File: src/rtl/ysyx_22040895_trap_ctrl.sv
// Trap/mret sequencer driving the trap-side CSR strobes and issuing a one-cycle PC redirect.
// Optional vectored-mode target when YSYX_22040895_TRAP_VECTORED_EN is defined.
module ysyx_22040895_trap_ctrl #(
  parameter int         XLEN  = 64,
  parameter logic [1:0] MPP_M = 2'b11
) (
  input  logic            clk,
  input  logic            rst,
  input  logic            trap_i,
  input  logic [XLEN-1:0] trap_pc_i,
  input  logic [XLEN-1:0] trap_cause_i,
  input  logic            mret_i,
  output logic            busy_o,
  output logic            redirect_o,
  output logic [XLEN-1:0] redirect_pc_o,
  output logic            set_mepc_o,
  output logic            set_mcause_o,
  output logic            set_mstatus_o,
  output logic            get_mepc_o,
  output logic            get_mtvec_o,
  output logic            get_mstatus_o,
  output logic [XLEN-1:0] wdata_mepc_o,
  output logic [XLEN-1:0] wdata_mcause_o,
  output logic [XLEN-1:0] wdata_mstatus_o,
  input  logic [XLEN-1:0] rdata_mepc_i,
  input  logic [XLEN-1:0] rdata_mtvec_i,
  input  logic [XLEN-1:0] rdata_mstatus_i
);

  typedef enum logic [2:0] {
    IDLE   = 3'd0,
    T_SAVE = 3'd1,
    T_STAT = 3'd2,
    T_VEC  = 3'd3,
    R_STAT = 3'd4,
    R_PC   = 3'd5
  } state_t;

  state_t          state;
  state_t          state_nxt;
  logic [XLEN-1:0] cap_pc;
  logic [XLEN-1:0] cap_cause;
  logic [XLEN-1:0] mtvec_base;
  logic [XLEN-1:0] trap_target;

  always_ff @(posedge clk) begin
    if (rst) begin
      state     <= IDLE;
      cap_pc    <= '0;
      cap_cause <= '0;
    end else begin
      state <= state_nxt;
      if (state == IDLE && trap_i) begin
        cap_pc    <= trap_pc_i;
        cap_cause <= trap_cause_i;
      end
    end
  end

  assign busy_o     = (state != IDLE);
  assign mtvec_base = {rdata_mtvec_i[XLEN-1:2], 2'b00};

`ifdef YSYX_22040895_TRAP_VECTORED_EN
  // Vectored interrupts land at base + 4*cause; exceptions still use the base.
  always_comb begin
    trap_target = mtvec_base;
    if (rdata_mtvec_i[1:0] == 2'b01 && cap_cause[XLEN-1])
      trap_target = mtvec_base + {cap_cause[XLEN-3:0], 2'b00};
  end
`else
  assign trap_target = mtvec_base;
`endif

  always_comb begin
    state_nxt       = state;
    redirect_o      = 1'b0;
    redirect_pc_o   = '0;
    set_mepc_o      = 1'b0;
    set_mcause_o    = 1'b0;
    set_mstatus_o   = 1'b0;
    get_mepc_o      = 1'b0;
    get_mtvec_o     = 1'b0;
    get_mstatus_o   = 1'b0;
    wdata_mepc_o    = '0;
    wdata_mcause_o  = '0;
    wdata_mstatus_o = '0;
    case (state)
      IDLE: begin
        // A trap wins over a simultaneous mret; the mret is simply dropped.
        if (trap_i)      state_nxt = T_SAVE;
        else if (mret_i) state_nxt = R_STAT;
      end
      T_SAVE: begin
        set_mepc_o     = 1'b1;
        wdata_mepc_o   = {cap_pc[XLEN-1:2], 2'b00};
        set_mcause_o   = 1'b1;
        wdata_mcause_o = cap_cause;
        state_nxt      = T_STAT;
      end
      T_STAT: begin
        get_mstatus_o         = 1'b1;
        set_mstatus_o         = 1'b1;
        wdata_mstatus_o       = rdata_mstatus_i;
        wdata_mstatus_o[7]    = rdata_mstatus_i[3];
        wdata_mstatus_o[3]    = 1'b0;
        wdata_mstatus_o[12:11] = MPP_M;
        state_nxt             = T_VEC;
      end
      T_VEC: begin
        get_mtvec_o   = 1'b1;
        redirect_o    = 1'b1;
        redirect_pc_o = trap_target;
        state_nxt     = IDLE;
      end
      R_STAT: begin
        get_mstatus_o         = 1'b1;
        set_mstatus_o         = 1'b1;
        wdata_mstatus_o       = rdata_mstatus_i;
        wdata_mstatus_o[3]    = rdata_mstatus_i[7];
        wdata_mstatus_o[7]    = 1'b1;
        wdata_mstatus_o[12:11] = MPP_M;
        state_nxt             = R_PC;
      end
      R_PC: begin
        get_mepc_o    = 1'b1;
        redirect_o    = 1'b1;
        redirect_pc_o = rdata_mepc_i;
        state_nxt     = IDLE;
      end
      default: state_nxt = IDLE;
    endcase
  end

endmodule

File: config.mk
export PLATFORM = sky130hd
export DESIGN_NAME = ysyx_22040895_trap_ctrl
export DESIGN_NICKNAME = d
export VERILOG_FILES = /design/src/rtl/ysyx_22040895_trap_ctrl.sv
export SDC_FILE = /design/constraint.sdc
export NUM_CORES = 1
export LEC_CHECK = 0
export CAP_MARGIN = 0
export CORE_AREA = 4 4 229 231
export CTS_CLUSTER_DIAMETER = 60
export DETAILED_ROUTE_END_ITERATION = 10
export DIE_AREA = 0 0 233 235
export SLEW_MARGIN = 25
export SYNTH_ARGS = -nofsm -noshare
export SYNTH_HDL_FRONTEND = slang
export SYNTH_SLANG_ARGS = --single-unit
File: constraint.sdc
create_clock -name clk -period 3.9 [get_ports clk]
set_clock_uncertainty 0.1 [all_clocks]
set_input_delay 0.585 -clock clk [delete_from_list [all_inputs] [get_ports clk]]
set_output_delay 0.585 -clock clk [all_outputs]
set_load 0.05 [all_outputs]
Yosys cells after proc, flatten, opt, wreduce, memory -nomap -nowiden. Cells that the tools add are included.

Bits in registers: 131. Output and inout port bits: 264. Logic and storage cells: 26.

Reduce and logical (&&, ||, !) cells: 5. Muxes and demuxes: 12. Equality and inequality tests: 6.

Operator list (count): 64-bit one-hot mux with 2 select lines (2); 64-bit two-way mux (2); 3-bit one-hot mux with 4 select lines (1); 3-bit by 2-bit equality test with 1-bit output (second input constant) (2); 3-bit equality test (second input constant) (2); 3-bit two-way mux (2); 1-bit two-way mux (5); 2-bit OR reduction (2); 3-bit by 1-bit equality test with 1-bit output (second input constant) (1); 3-bit logical NOT (1); 3-bit != test (second input constant) (1); 3-bit nonzero test (1); 1-bit logical AND (1).

Logic depth before layout (Yosys ltp).
Depth after elaboration: 3. Depth in mapped cells: 6.

Worst setup path before layout. OpenSTA, ideal clock, no wires.

Kind: reg2out. Start: register state[2]. End: output port wdata_mstatus_o[10]. Required time: 3.215 ns. Setup slack: 1.184 ns. Stages on the path, launching flop included: 5. Data arrival time: 2.031 ns. Cells stage by stage: dfxtp_1 buf_2 xnor2_1 buf_2 nor3b_1.

Cells in the longest elaborated chain, start to end: 2. Elaborated cells between the ends (all ways): 3. Classes of those cells: eq/ne: 2; mux: 1.

RTL lines: start, declared (line 39) `state_t state;`; start signal, assigned (line 52) `state <= state_nxt;`; 3-bit equality test / 3-bit by 2-bit equality test with 1-bit output (equally long branches) (line 87) `case (state)`; 64-bit one-hot mux with 2 select lines * (line 87); end, declared (line 24) `output logic [XLEN-1:0] wdata_mstatus_o,`.

Every way passes the cells marked *; elsewhere a longest branch is shown, timed or not.

Final worst setup path.
Start: register state[2]. End: output port wdata_mstatus_o[8].

Same word-level chain as after synthesis.

==> flow_metrics.py <==
metrics = {
    "setup_path": {
        "crit_chain": "xnor2_2 -> buf_4 -> nor3b_1 -> clkdlybuf4s50_1",
        "cp_max_fo": 37,
        "cp.depth": 4,
        "ff2ff_path_depth": 4,
        "critical_path_required_ns": 3.21,
        "critPathMaxStageDelay_ns": 0.89,
        "r2r_end": "cap_cause[57]",
        "crit_family": "buffers and inverters",
        "critPathLaunchType": "flip-flop",
        "cp_slowest_cell": "clkdlybuf4s50_1",
        "r2r_start": "state[2]",
        "r2r_slack_ns": 1.96,
        "crit_end": "wdata_mstatus_o[8]",
        "end_kind": "primary output",
        "critical_path_class": "reg -> out",
        "arrival_ns": 2.98,
        "cp-startpoint": "state[2]",
        "cp_num_buf_inv": 2,
    },
    "cells_and_area": {
        "area_delta_synth_final_pct": 87.46,
        "drive_gt1_share_pct": 6.776,
        "final_common_cell": "clkdlybuf4s50_1",
        "design_area_sq_um": 14720,
        "mostFrequentLayoutCells": "clkdlybuf4s50_1 (536), nand2b_1 (253), and2_1 (128), dfxtp_1 (128), mux2i_1 (126)",
        "fin_nets": 1713,
    },
    "placement": {
        "port-buffer-count": 579,
        "routabilityCongestion": 0.9192,
        "placed_area_sq_um": 14100,
        "dp_hpwl_um": 31430,
    },
    "timing": {
        "final_hold_viol_count": 0,
        "fin_crit_sh_pct": 93.85,
        "rsz0062_at_grt": "false",
        "tightestPinTransition_ns": 0.6743,
        "drv_slew": 0,
        "setup_viol": 0,
        "fmax_ghz": 0.2732,
        "finalSetupTns_ns": 0,
        "whs_ns": 0.3670,
        "fin_crit_ns": 3.660,
        "maxSlewHeadroom_pct": 54.83,
    },
    "detailed_routing": {
        "drt-wirelength-per-cell_um": 19.24,
        "routed_wl_um": 39940,
        "vias": 8055,
        "dr.pass1.iters": 4,
        "ant_nets": 0,
        "drt_iter0_drc": 291,
        "vias_per_cell": 3.880,
        "drc": 0,
    },
    "yosys": {
        "ys_types": 27,
        "synth_ff_type": "dfxtp_1",
        "postSynthCellCount": 870,
        "synth.cell_area_sq_um": 7854,
        "ys_ff_latch": 129,
        "ys_seq_area_share_pct": 32.88,
        "synth_edf_count": 0,
        "yosysTopAreaCell": "dfxtp_1",
        "avgSynthCellArea_sq_um": 9.027,
        "synth_area_leaders": "dfxtp_1 (33%), nand2b_1 (20%), mux2i_1 (16%)",
        "async_flop_share_pct": 0,
        "yosysWarnings": 0,
        "synth_top_area_share_pct": 32.88,
    },
    "run_status": {
        "status": "complete, no violations",
    },
    "global_route": {
        "grt_usage_pct": 13.72,
        "grt.overflow.total": 0,
        "antenna_found_initial": 7,
        "grt_pass1_vias": 8295,
        "grt_first_pass_wirelength_um": 55630,
        "grt_max_degree": 129,
    },
    "floorplanning": {
        "dieHeight_um": 235,
        "coreArea_sq_um": 50070,
        "die_x_um": 233,
        "num_rows": 82,
        "start_util_pct": 15.69,
        "io_pins": 588,
        "die_area_sq_um": 54760,
    },
    "clocking": {
        "cts_buffers": 17,
        "clock_latency_ns": 0.44,
        "cts-htree-levels": 4,
        "cts_tree": "yes",
        "postCtsHoldBufs": 0,
        "path_clk_slew_ns": 0.06,
        "clockBufferDepth": 2,
        "cts_root_buf": "clkbuf_16",
        "cts_sinks": 129,
    },
    "worst_hold_path": {
        "min_from": "cap_pc[61]",
        "min_path_type": "reg -> reg",
    },
    "pwr": {
        "ir_worst_vdd_mv": 0.3859,
        "switching_share_pct": 47.49,
        "power_leakage_nw": 5.395,
        "sequentialPowerShare_pct": 21.7,
        "power.net_switching_mw": 3.975,
        "pwr-share-clk_pct": 20.5,
        "p_int_mw": 4.395,
        "powerDensity_nw_per_um2": 568.5,
        "combinationalPowerShare_pct": 57.8,
    },
    "flow_run": {
        "maxCapViolations": 0,
    },
}
==> final cells by class <==
class / instances / area (sq um)
Inverter: 1 / 3.754
Tap cell: 672 / 840.8
Timing Repair Buffer: 590 / 5858
Antenna cell: 2 / 5.005
Sequential cell: 129 / 2584
Clock buffer: 18 / 439.2
Fill cell: 5254 / 35350
Multi-Input combinational cell: 650 / 4815
Clock inverter: 14 / 177.7
==> worst min-delay path, cell delays in order, from the launching register on <==
cell and delay (ns):
dfxtp_1 0.30, nand2b_1 0.06, mux2i_1 0.06
==> per-layer routing <==
metal / vias to the layer above / part of all wire (%) / GRT usage, %
met2: 351 / 51 / 24.65
li1: 3906 / - / -
met5: - / 0.12 / 0
met4: 8 / 4.4 / 6.068
met3: 55 / 10 / 6.214
met1: 3735 / 35 / 13.47
==> stage by stage <==
stage               worst slack [ns]  instances  util (%)  power [mW]
detailed placement            0.5737       2042     28.15       6.711
floorplan                      1.184        871         -       5.044
global route                 0.07207       2075     29.40       8.752
global placement              0.5610       2042     28.15       6.677
finish                        0.2400       2076     29.41       8.371
CTS                          0.08722       2074     29.39       8.495
==> cells by family (layout without fill, tap and decap cells) <==
| kind of cell | after synthesis | after routing | share of synthesized area, % |
|---|---|---|---|
| simple gates | 455 | 455 | 37.44 |
| mux | 126 | 126 | 16.06 |
| flops | 129 | 129 | 32.88 |
| compound gates | 65 | 65 | 7.185 |
| other cells | 1 | 4 | 0.04775 |
| buf+inv | 92 | 623 | 6.165 |
| xor+xnor | 2 | 2 | 0.2231 |
==> flip-flops by register name (all words and copies together), names as in the netlist <==
name / flops
cap_cause: 64
state: 3
cap_pc: 62
==> how the worst min path moves through the flow <==
| stage | to | slack [ns] | cells after the start |
|---|---|---|---|
| 2_1_floorplan | cap_cause[0] | 0.34 | 2 |
| 3_3_place_gp | cap_pc[46] | 0.35 | 2 |
| 3_5_place_dp | cap_cause[36] | 0.36 | 2 |
| 4_1_cts | cap_pc[45] | 0.37 | 2 |
| 5_1_grt | cap_pc[10] | 0.38 | 2 |
| 6_report | cap_pc[61] | 0.37 | 2 |
==> cell usage after synthesis (2+ instances only) <==
cell type / instances
nand2b_1: 253
dfxtp_1: 129
and2_1: 128
mux2i_1: 126
a22o_1: 62
nor3b_1: 60
clkbuf_1: 45
buf_2: 24
buf_4: 17
buf_8: 4
nor3_1: 3
and3b_1: 2
or2_2: 2
xnor2_1: 2
==> power by group through the flow <==
stage | combinational, mW | clock [mW] | sequential [mW]
after CTS | 4.89 | 1.79 | 1.82
after floorplan | 3.30 | 0 | 1.75
after detailed placement | 4.87 | 0 | 1.84
after global placement | 4.85 | 0 | 1.82
after global routing | 5.06 | 1.83 | 1.86
final | 4.84 | 1.71 | 1.82
==> repair_timing <==
action                                  4_1_cts  5_1_grt
endpoints found under the setup margin        0        1
gates resized for setup                       0        1
buffers inserted                              0        0
(Power assumes the default switching activity.)
==> patch (same flow settings) <==
Change the parameter `XLEN` from 64 to 60.
--- a/src/rtl/ysyx_22040895_trap_ctrl.sv
+++ b/src/rtl/ysyx_22040895_trap_ctrl.sv
@@ -1,7 +1,7 @@
 // Trap/mret sequencer driving the trap-side CSR strobes and issuing a one-cycle PC redirect.
 // Optional vectored-mode target when YSYX_22040895_TRAP_VECTORED_EN is defined.
 module ysyx_22040895_trap_ctrl #(
-  parameter int         XLEN  = 64,
+  parameter int         XLEN  = 60,
   parameter logic [1:0] MPP_M = 2'b11
 ) (
   input  logic            clk,
Interface: changed (9 resized); port bits go from 588 to 552. The function was not compared with the original's and may differ.
==> patch against the original RTL <==
- sequential cell count shrank 8
- non-clock buffer count shrank 37
- critical path depth unchanged
- final area shrank 4.8%
- power is 4.5% lower
- global-route usage is 0.70 points lower
- register-to-register slack lost 0.25 ns
- synthesized area shrank 4.4%
- worst setup slack improved by 0.16 ns
- wire length is 5.2% lower
==> patch: results (changes against the original RTL) <==
Cell Count Post-Placement -> 1957 (-4.2%)
total CTS buffers -> 17 (unchanged)
biggest regs -> cap_cause (60), cap_pc (58), state (3)
fraction of area in registers -> 17.3% (-0.25 points)
Worst Hold Launch -> cap_cause[34]$_SDFFE_PP0P_
WHS Path Cells -> 2 (unchanged)
Synth cell types -> 29 (+7.4%)
layout cells sized above 1 -> 4.94% (-1.8 points)
RR Endpoint -> cap_cause[12]$_SDFFE_PP0P_
multiplexer share of the synthesized area -> 15.7% (-0.33 points)
Synth Area in Compound Gates -> 7.05% (-0.13 points)
first-pass GRT wire length -> 53.5 mm (-3.9%)
hold path endpoint -> cap_cause[34]$_SDFFE_PP0P_
Peak VDD IR -> 0.264 mV (-31%)
Clock power frac -> 21.6% (+1.1 points)
die area -> 54800 um^2 (unchanged)
setup slack, reg-to-reg -> 1.71 ns (-0.25 ns)
ANT cells -> 6 (+4)
Skew-Pair Late Insertion Delay -> 0.43 ns
critical path arrival -> 2.82 ns (-0.16 ns)
largest net degree at the start of global routing -> 139 (+7.8%)
Async SR Flop Fraction -> 0% (unchanged)
top post-synthesis cells by count -> nand2b_1, dfxtp_1, and2_1
Slew Limit Headroom -> 54.8% (about the same)
clk tree area frac -> 4.50% (+0.31 points)
Syn Inst Count -> 818 (-6.0%)
worst reg2reg path depth -> 3 (-1)
combinational share of power -> 57.1% (-0.7 points)
vias in the first global route -> 7804 (-5.9%)
dpl hpwl -> 29.4 mm (-6.3%)
nets -> 1608 (-6.1%)
Vias/cell -> 3.82 (-1.6%)
Total GRT Usage -> 13.0% (-0.70 points)
Cell Area, Placed -> 13400 um^2 (-5.2%)
WL/cell -> 19.0 um (-1.4%)
sequential cell area fraction in the yosys report -> 32.3% (-0.62 points)
num sequential -> 121 (-6.2%)
postcts setup bufs -> 0 (unchanged)
overall routed net length -> 37.9 mm (-5.2%)
number of antenna violations at the first check in global routing -> 14 (+7)
comb_multi_in -> 610 (-6.2%)
fraction of area in multi-input gates -> 32.4% (-0.27 points)
fillers -> 5355 (+1.9%)
I/O Buffers -> 543 (-6.2%)
status -> finished clean
top cells by area, synth -> dfxtp_1, nand2b_1, mux2i_1
Max FO, Critical Path -> 49 (+32%)
buffering overhead -> 39.6% (-0.15 points)
Buffers, non-clock -> 553 (-6.3%)
xor/xnor share of the synthesized area -> 0.233% (+0.010 points)
violation count after the first detailed-route iteration -> 220 (-24%)
GPL Wtd Cong -> 0.833 (-9.3%)
CLK BUF -> 21 (+3)
Leak -> 0.00504 uW (-6.6%)
Net Switching -> 3710 uW (-6.6%)
## patch: cell types whose count changed after synthesis, sizes merged
cell    unedited run  this run
mux2i            126       118
nand2b           253       237
dfxtp            129       121
clkbuf            45        42
and2             128       120
buf               46        45
a22o              62        58
nor3b             61        57
## patch: worst max path at each step
stage	start	endpoint	cells past startpoint
floorplan	state[2]$_SDFFE_PP0P_	wdata_mstatus_o[45]	5
global placement	state[2]$_SDFFE_PP0P_	wdata_mcause_o[9]	4
detailed placement	state[1]$_SDFFE_PP0P_	get_mstatus_o	4
CTS	state[1]$_SDFFE_PP0P_	get_mstatus_o	4
global route	state[1]$_SDFFE_PP0P_	get_mstatus_o	4
finish	state[1]$_SDFFE_PP0P_	get_mstatus_o	4
## patch: logic make-up (layout without fill, tap and decap cells)
group | after synthesis | in the layout
flip-flops | 121 | 121
AO/OA/AOI/OAI | 61 | 61
XOR/XNOR | 2 | 2
buffers and inverters | 88 | 586
multiplexers | 118 | 118
AND/OR/NAND/NOR | 427 | 427
other | 1 | 8
## patch: stage by stage
step / hold WS [ns] / setup WS, ns / util [%] / power (uW)
after floorplan: 0.344 / 1.16 / - / 4830
after global placement: 0.354 / 0.869 / 26.7 / 6320
after detailed placement: 0.357 / 0.868 / 26.7 / 6340
after CTS: 0.372 / 0.368 / 28.0 / 8150
after global routing: 0.387 / 0.230 / 28.0 / 8380
final: 0.367 / 0.399 / 28.0 / 7990
## patch: layer usage
metal	track usage (%)	part of all wire [%]	vias to the layer above
li1	-	-	3680
met1	12.9	35	3535
met2	23.3	50	328
met4	5.65	3.9	16
met3	5.96	11	56
met5	0	0.29	-
## patch: worst max-delay path: stages (launching register included)
cell             delay (ns)
dfxtp_1                0.65
xnor2_2                0.30
buf_12                 0.27
nor2_1                 0.24
clkdlybuf4s50_1        0.89
